## config.mk

```make
export PLATFORM = sky130hd
export DESIGN_NAME = plcp_receiver
export DESIGN_NICKNAME = d
export VERILOG_FILES = /design/src/rtl/plcp_receiver.sv
export SDC_FILE = /design/constraint.sdc
export NUM_CORES = 1
export LEC_CHECK = 0
export BUFFER_PORTS_ARGS = -buffer_cell sky130_fd_sc_hd__buf_2
export CORE_MARGIN = 2
export CORE_UTILIZATION = 38
export CTS_BUF_LIST = sky130_fd_sc_hd__clkbuf_8 sky130_fd_sc_hd__clkbuf_16
export CTS_CLUSTER_DIAMETER = 30
export DETAILED_ROUTE_END_ITERATION = 8
export HOLD_SLACK_MARGIN = 0.1
export PLACE_DENSITY = 0.53
export SYNTH_ARGS = -nofsm -noshare
export SYNTH_HDL_FRONTEND = slang
export SYNTH_SLANG_ARGS = --single-unit
```

## constraint.sdc

```tcl
create_clock -name Clock -period 4.8 [get_ports Clock]
set_clock_uncertainty 0.15 [all_clocks]
set_input_delay 0.48 -clock Clock [delete_from_list [all_inputs] [get_ports Clock]]
set_output_delay 0.48 -clock Clock [all_outputs]
set_load 0.03 [all_outputs]
```

## src/rtl/plcp_receiver.sv

```systemverilog
// 802.11a PLCP receive deframer: preamble hunt, SIGNAL decode (PLCP_RECEIVER_PARITY_CHECK_EN adds parity/reserved/tail checks), LENGTH-octet payload forward.
// Latency: all outputs registered, one cycle after the sampled input bit.
// Backpressure: none; consumes one bit per InputValid cycle, downstream must take one bit per cycle.
module plcp_receiver #(
    parameter int PREAMBLE_BITS = 96
) (
    input  logic        Clock,
    input  logic        Reset,
    input  logic        Input,
    input  logic        InputValid,
    output logic        Output,
    output logic        OutputValid,
    output logic [3:0]  Rate,
    output logic [11:0] Length,
    output logic        SignalValid,
    output logic        SignalError,
    output logic        FrameDone,
    output logic        Busy
);

    typedef enum logic [1:0] {HUNT, PREAMBLE, SIGNAL, DATA} state_t;

    state_t      state, state_nx;
    logic [6:0]  pre_cnt, pre_cnt_nx;
    logic        pre_exp, pre_exp_nx;
    logic [4:0]  sig_cnt, sig_cnt_nx;
    logic [22:0] sig_sr, sig_sr_nx;
    logic [14:0] data_cnt, data_cnt_nx;
    logic        out_nx, out_vld_nx, sv_nx, se_nx, fd_nx;
    logic [3:0]  rate_nx;
    logic [11:0] len_nx;
    logic        sig_ok;

    // At the 24th bit, bit k of SIGNAL sits in sig_sr[k] and bit 23 is on Input.
    always_comb begin
        sig_ok = sig_sr[3];
`ifdef PLCP_RECEIVER_PARITY_CHECK_EN
        sig_ok = sig_ok && (sig_sr[17] == ^sig_sr[16:0]) && !sig_sr[4]
                 && (sig_sr[22:18] == 5'd0) && !Input;
`endif
    end

    always_comb begin
        state_nx    = state;
        pre_cnt_nx  = pre_cnt;
        pre_exp_nx  = pre_exp;
        sig_cnt_nx  = sig_cnt;
        sig_sr_nx   = sig_sr;
        data_cnt_nx = data_cnt;
        out_nx      = Output;
        out_vld_nx  = 1'b0;
        rate_nx     = Rate;
        len_nx      = Length;
        sv_nx       = 1'b0;
        se_nx       = 1'b0;
        fd_nx       = 1'b0;
        if (InputValid) begin
            case (state)
                HUNT: begin
                    if (Input) begin
                        state_nx   = PREAMBLE;
                        pre_cnt_nx = 7'd1;
                        pre_exp_nx = 1'b0;
                    end
                end
                PREAMBLE: begin
                    if (Input == pre_exp) begin
                        pre_cnt_nx = pre_cnt + 7'd1;
                        pre_exp_nx = !pre_exp;
                        if (pre_cnt_nx == 7'(PREAMBLE_BITS)) begin
                            state_nx   = SIGNAL;
                            pre_cnt_nx = 7'd0;
                            sig_cnt_nx = 5'd0;
                        end
                    end else if (Input) begin
                        // A stray 1 may itself be the start of a real preamble.
                        pre_cnt_nx = 7'd1;
                        pre_exp_nx = 1'b0;
                    end else begin
                        state_nx   = HUNT;
                        pre_cnt_nx = 7'd0;
                    end
                end
                SIGNAL: begin
                    sig_sr_nx  = {Input, sig_sr[22:1]};
                    sig_cnt_nx = sig_cnt + 5'd1;
                    if (sig_cnt == 5'd23) begin
                        sig_cnt_nx  = 5'd0;
                        data_cnt_nx = 15'd0;
                        if (sig_ok) begin
                            sv_nx   = 1'b1;
                            rate_nx = sig_sr[3:0];
                            len_nx  = sig_sr[16:5];
                            if (sig_sr[16:5] == 12'd0) begin
                                fd_nx    = 1'b1;
                                state_nx = HUNT;
                            end else begin
                                state_nx = DATA;
                            end
                        end else begin
                            se_nx    = 1'b1;
                            state_nx = HUNT;
                        end
                    end
                end
                DATA: begin
                    out_nx      = Input;
                    out_vld_nx  = 1'b1;
                    data_cnt_nx = data_cnt + 15'd1;
                    if (data_cnt_nx == {Length, 3'b000}) begin
                        fd_nx       = 1'b1;
                        state_nx    = HUNT;
                        data_cnt_nx = 15'd0;
                    end
                end
                default: state_nx = HUNT;
            endcase
        end
    end

    always_ff @(posedge Clock) begin
        if (!Reset) begin
            state       <= HUNT;
            pre_cnt     <= 7'd0;
            pre_exp     <= 1'b0;
            sig_cnt     <= 5'd0;
            sig_sr      <= 23'd0;
            data_cnt    <= 15'd0;
            Output      <= 1'b0;
            OutputValid <= 1'b0;
            Rate        <= 4'h0;
            Length      <= 12'h000;
            SignalValid <= 1'b0;
            SignalError <= 1'b0;
            FrameDone   <= 1'b0;
            Busy        <= 1'b0;
        end else begin
            state       <= state_nx;
            pre_cnt     <= pre_cnt_nx;
            pre_exp     <= pre_exp_nx;
            sig_cnt     <= sig_cnt_nx;
            sig_sr      <= sig_sr_nx;
            data_cnt    <= data_cnt_nx;
            Output      <= out_nx;
            OutputValid <= out_vld_nx;
            Rate        <= rate_nx;
            Length      <= len_nx;
            SignalValid <= sv_nx;
            SignalError <= se_nx;
            FrameDone   <= fd_nx;
            Busy        <= (state_nx != HUNT);
        end
    end

endmodule

```

==> impl_metrics.py, run 1 <==
metrics = {
    "status": {
        "status": "completed",
    },
    "worst_setup_path": {
        "critical_path_class": "reg -> reg",
        "reg2reg_to": "Length[9]",
        "reg2reg_setup_slack_ns": 1.77,
        "cp.arrival_ns": 3.14,
        "reg2reg_from": "state[1]",
        "crit_fanout": 27,
        "r2r_cells": 6,
        "cpMaxStageDelayCell": "nor2_1",
        "start_kind": "register",
        "end_kind": "register",
        "path_cells": "inv_1 > nor2_1 > nand2_1 > nor2_1 > nand2_1 > a21boi_0",
        "max_stage_delay_ns": 1.04,
        "worstPathRequired_ns": 4.92,
    },
    "clocking": {
        "clock-sinks": 75,
        "cts_hold_buf": 0,
        "worstSkewPairLatency_ns": 0.35,
        "cts_made_buffers": 9,
        "clk_pin_slew_worst_paths_ns": 0.09,
        "htree_num_levels": 3,
        "ctsLongestPathBuffers": 2,
        "post_cts_buffers": 0,
        "cts_resized": 0,
        "cts_tree": "built",
        "root_buffer": "clkbuf_8",
    },
    "final_layout": {
        "utilization_pct": 42.91,
        "fillers": 1053,
        "drive_gt1_share_pct": 11.63,
        "final_nets": 493,
        "antenna_cells": 0,
        "syn2layout_area_growth_pct": 10.57,
        "stdcell_area_sq_mm": 0.004175,
    },
    "min_path": {
        "min_path_type": "reg -> reg",
        "hp-start": "sig_sr[17]",
        "min_path_cells": 2,
        "min_to": "sig_sr[16]",
    },
    "power": {
        "powerDensity_mw_per_mm2": 282.0,
        "ir_worst_vdd_mv": 0.1850,
        "p_leak_nw": 1.489,
        "p_sw_uw": 289.2,
        "internal_power_uw": 888.0,
        "p_clk_share_pct": 43.3,
        "combPwrFrac_pct": 3.4,
        "seq_power_share_pct": 53.3,
        "switching_share_pct": 24.57,
    },
    "placement": {
        "globalplace.congestion": 0.8378,
        "port-buffer-count": 25,
        "dp_hpwl_um": 5884,
        "placed_area_sq_mm": 0.003969,
    },
    "logic_synthesis": {
        "synth.avg_cell_area_sq_um": 7.983,
        "synthTopCellsByCount": "109 x nand2_1, 75 x dfxtp_1, 39 x a21boi_0",
        "synth.distinct_cells": 60,
        "synth.most_common_cell": "nand2_1",
        "synth_ff_type": "dfxtp_1",
        "ys_ff_latch": 75,
        "synth_warnings": 0,
        "synth_top_area_cell": "dfxtp_1",
        "yosys-top-cells-area": "dfxtp_1 40%, nand2_1 11%, a21boi_0 7.8%",
        "synth_edf_count": 0,
        "ys_async_sr_fraction_pct": 0,
        "synth_nets": 481,
        "yosysTopAreaCellShare_pct": 39.76,
        "netlist_instances": 473,
        "yosysSeqAreaShare_pct": 39.76,
        "synth_area_sq_mm": 0.003776,
    },
    "route": {
        "first_pass_iters": 4,
        "vias_per_cell": 5.133,
        "drc": 0,
        "via_count": 3198,
        "drtIter0Drc": 106,
        "drt_wl_total_um": 8684,
        "drtAntennaViolNets": 0,
        "wl_per_cell_um": 13.94,
    },
    "floorplanning": {
        "dieHeight_um": 103.7,
        "io_pins": 26,
        "die-width_um": 103.7,
        "dieArea_sq_mm": 0.01075,
        "fp-row-count": 36,
        "initial_core_util_pct": 38.81,
        "core-area_sq_mm": 0.009729,
    },
    "global_routing": {
        "antenna_found_initial": 0,
        "grt_max_degree": 67,
        "grt_usage_pct": 16.58,
        "gr-total-overflow": 0,
        "grt_pass1_wl_um": 14580,
        "grt_pass1_vias": 2911,
    },
    "timing": {
        "period_share_pct": 63.04,
        "slew_headroom_pct": 28.32,
        "report.final.slew_viol_count": 0,
        "setup_viol_count_final": 0,
        "fmax_mhz": 330.5,
        "final.setup.tns_ns": 0,
        "finalHoldViolCount": 0,
        "grt_setup_unrepaired": "false",
        "worstMarginPinSlew_ns": 1.071,
        "period_needed_ns": 3.026,
    },
    "job": {
        "drv_cap": 0,
    },
}
[metrics by stage]
| step | hold WS (ns) | total power [mW] | cells | setup WS, ns |
|---|---|---|---|---|
| 2_1_floorplan | 0.2821 | 0.6727 | 473 | 2.211 |
| 3_3_place_gp | 0.3009 | 0.6829 | 607 | 1.869 |
| 3_5_place_dp | 0.3065 | 0.6825 | 607 | 1.742 |
| 4_1_cts | 0.3033 | 1.199 | 623 | 1.731 |
| 5_1_grt | 0.3108 | 1.229 | 623 | 1.253 |
| 6_report | 0.3156 | 1.177 | 623 | 1.774 |
[flip-flops by register name, summed over array words and instances, names as in the netlist]
name         cells
Busy             1
FrameDone        1
data_cnt        15
Output           1
Rate             4
SignalError      1
pre_cnt          7
pre_exp          1
Length          12
OutputValid      1
sig_sr          23
sig_cnt          5
SignalValid      1
state            2
[final cells by class]
| type | instances | area (sq um) | share of cell area [%] |
|---|---|---|---|
| Tap cell | 133 | 166.4 | 3.986 |
| Clock inverter | 7 | 82.58 | 1.978 |
| Clock buffer | 9 | 123.9 | 2.967 |
| Timing Repair Buffer | 29 | 155.1 | 3.716 |
| Sequential cell | 75 | 1501 | 35.96 |
| Inverter | 11 | 41.29 | 0.9889 |
| Multi-Input combinational cell | 359 | 2105 | 50.40 |
[routing by layer]
metal	vias up	wire length [um]	share of wire, %	track usage (%)
li1	1668	-	-	-
met1	1495	4278	49	22.32
met2	33	4116	47	26.49
met3	2	250	2.9	4.783
met4	0	38	0.44	3.668
met5	-	0	0	0
[power groups by stage]
stage | combinational (mW) | sequential, mW | clock, mW
floorplan | 0.0307 | 0.642 | 0
global placement | 0.0404 | 0.643 | 0
detailed placement | 0.0400 | 0.643 | 0
CTS | 0.0403 | 0.628 | 0.530
global route | 0.0443 | 0.629 | 0.555
finish | 0.0397 | 0.628 | 0.510
[worst max-delay path, delay by kind of cell (launching register included)]
family          cells  cell delay, ns
buf+inv             1            0.13
flops               1            0.40
compound gates      1            0.17
simple gates        4            2.10
[logic make-up (layout without fill, tap and decap cells)]
kind of cell,after synthesis,in the layout,share of synthesized area [%]
AO/OA/AOI/OAI,104,104,20.01
XOR/XNOR,16,16,3.711
adder cells (fa/ha/maj),4,4,1.325
buffers and inverters,39,56,4.506
flip-flops,75,75,39.76
multiplexers,5,5,1.392
AND/OR/NAND/NOR,230,230,29.29
[cell usage in the layout (no fill, tap or decap), types with 11 or more instances in the layout]
cell type and n:
a21boi_0 39, nand2_1 109, nand3_1 31, inv_1 11
buf_2 25, nor3_1 17, nor2b_1 11, nor2_1 18
o21ai_0 24, dfxtp_1 75
[worst max-delay path by stage]
| stage | from | cells after the start | end | slack, ns |
|---|---|---|---|---|
| after detailed placement | state[1] | 6 | Length[3] | 1.74 |
| after floorplan | data_cnt[0] | 11 | data_cnt[10] | 2.21 |
| after global routing | state[1] | 6 | Rate[2] | 1.25 |
| after CTS | state[1] | 6 | Length[9] | 1.73 |
| final | state[1] | 6 | Length[9] | 1.77 |
| after global placement | state[1] | 6 | Length[4] | 1.87 |
Note: power is estimated with default switching activity, not from simulation.
==> inputs of run 2 (changes only) <==
- clock period: 4.8 -> 2.8 ns (I/O delays scaled with it)
==> run 2 against run 1 <==
- via count increased by 4.9%
- hold slack got worse by 0.19 ns
- global-route usage increased by 0.39 points
- critical path type unchanged
- highest routed layer unchanged
==> impl_metrics.py, run 2 (same netlist as run 1, synthesis figures left out) <==
metrics = {
    "status": {
        "status": "completed",
    },
    "route": {
        "drt_wl_total_um": 8970,
        "drtAntennaViolNets": 0,
        "vias_per_cell": 5.210,
        "wl_per_cell_um": 13.93,
        "drtIter0Drc": 135,
        "drc": 0,
        "first_pass_iters": 5,
        "via_count": 3355,
    },
    "global_routing": {
        "gr-total-overflow": 0,
        "grt_usage_pct": 16.97,
        "grt_pass1_vias": 3096,
        "antenna_found_initial": 0,
        "grt_max_degree": 38,
        "grt_pass1_wl_um": 15060,
    },
    "power": {
        "seq_power_share_pct": 51.6,
        "combPwrFrac_pct": 3.8,
        "powerDensity_mw_per_mm2": 475.0,
        "ir_worst_vdd_mv": 0.1835,
        "p_leak_nw": 1.619,
        "p_sw_uw": 459.9,
        "internal_power_mw": 1.621,
        "p_clk_share_pct": 44.6,
        "switching_share_pct": 22.10,
    },
    "clocking": {
        "cts_tree": "built",
        "root_buffer": "clkbuf_8",
        "clock-sinks": 75,
        "clk_pin_slew_worst_paths_ns": 0.08,
        "cts_made_buffers": 9,
        "ctsLongestPathBuffers": 2,
        "worstSkewPairLatency_ns": 0.35,
        "htree_num_levels": 3,
    },
    "final_layout": {
        "mostFrequentLayoutCell": "nand2_1",
        "largest_register_ffs": 23,
        "regMostFlops": "sig_sr",
        "drive_gt1_share_pct": 16.24,
        "fillers": 1032,
        "mostFrequentLayoutCells": "109 x nand2_1, 71 x dfxtp_1, 39 x a21boi_0",
        "utilization_pct": 45.02,
        "top_regs": "sig_sr (23), data_cnt (15), Length (12)",
        "syn2layout_area_growth_pct": 16.00,
        "final_nets": 514,
        "antenna_cells": 0,
        "stdcell_area_sq_mm": 0.004380,
    },
    "placement": {
        "port-buffer-count": 25,
        "globalplace.congestion": 0.8588,
        "dp_hpwl_um": 6251,
        "placed_area_sq_mm": 0.004096,
    },
    "floorplanning": {
        "initial_core_util_pct": 38.81,
        "io_pins": 26,
        "dieHeight_um": 103.7,
        "dieArea_sq_mm": 0.01075,
        "die-width_um": 103.7,
        "core-area_sq_mm": 0.009729,
        "fp-row-count": 36,
    },
    "job": {
        "drv_cap": 0,
    },
    "worst_setup_path": {
        "worstPathRequired_ns": 2.89,
        "crit_fanout": 11,
        "start_kind": "register",
        "end_kind": "register",
        "critical_path_class": "reg -> reg",
        "cp.arrival_ns": 2.71,
    },
    "timing": {
        "period_needed_ns": 2.619,
        "final.setup.tns_ns": 0,
        "setup_viol_count_final": 0,
        "report.final.slew_viol_count": 0,
        "fmax_mhz": 381.9,
        "worstMarginPinSlew_ns": 0.6121,
        "finalHoldViolCount": 0,
        "grt_setup_unrepaired": "false",
        "slew_headroom_pct": 59.08,
        "period_share_pct": 93.52,
    },
    "min_path": {
        "min_path_type": "in -> reg",
    },
}
run 2: cell count changes in the layout (fill, tap and decap cells not counted), sizes merged:
cell	change
inv	-2
clkinvlp	-2
clkbuf	+1
clkinv	+2
dlygate4sd3	+1
bufinv	+1
buf	+20
run 2: area by class of cell:
cell class                 count  area (sq um)  area share [%]
multi-input combinational    359          2132           48.67
inverter                      11         41.29          0.9426
clock buffer                  10         137.6           3.142
clock inverter                 6         81.33           1.857
sequential                    75          1506           34.39
timing repair buffer          50         315.3           7.198
tap                          133         166.4           3.799
run 2: worst paths after layout:
| check | end | slack, ns | from | cells past startpoint |
|---|---|---|---|---|
| setup / recovery | data_cnt[10] | 0.18 | data_cnt[1] | 10 |
| hold / removal | SignalError | 0.12 | InputValid | 3 |
| setup reg to reg | data_cnt[10] | 0.18 | data_cnt[1] | 10 |
| hold reg to reg | sig_sr[4] | 0.31 | sig_sr[4] | 2 |
run 2: what timing repair did:
action,4_1_cts,5_1_grt
hold buffers,1,0
endpoints found under the hold margin,1,0
setup buffers,0,3
resized for setup,0,10
endpoints found under the setup margin,0,8
run 2: power groups by stage:
stage	Combinational, mW	Clock, mW	Sequential [mW]
floorplan	0.0526	0	1.10
global route	0.0873	0.998	1.07
CTS	0.0759	0.951	1.07
finish	0.0786	0.929	1.07
detailed placement	0.0748	0	1.10
global placement	0.0749	0	1.10
run 2: stage by stage:
step / hold slack (ns) / total power, mW / setup slack, ns / instances
3_3_place_gp: 0.2949 / 1.174 / 0.07512 / 624
2_1_floorplan: 0.2749 / 1.153 / 0.2106 / 473
3_5_place_dp: 0.2996 / 1.174 / 0.02157 / 624
4_1_cts: 0.1209 / 2.100 / 0.007691 / 641
5_1_grt: 0.1398 / 2.160 / 0.01019 / 644
6_report: 0.1243 / 2.081 / 0.1814 / 644
run 2: layer usage:
layer / track usage [%] / vias to the layer above / routed length, um
met2: 26.44 / 54 / 4156
met5: 0 / - / 0
li1: - / 1713 / -
met4: 6.274 / 0 / 108
met1: 23.62 / 1579 / 4418
met3: 2.832 / 9 / 287
run 2: critical path: stages (launching register included):
cell and delay (ns):
dfxtp_2 0.35, buf_4 0.13, nand4_2 0.12, or2_4 0.28, o31ai_1 0.24, nand4b_1 0.18
a211oi_4 0.29, a31oi_1 0.14, buf_4 0.20, and3_1 0.18, a221o_1 0.24
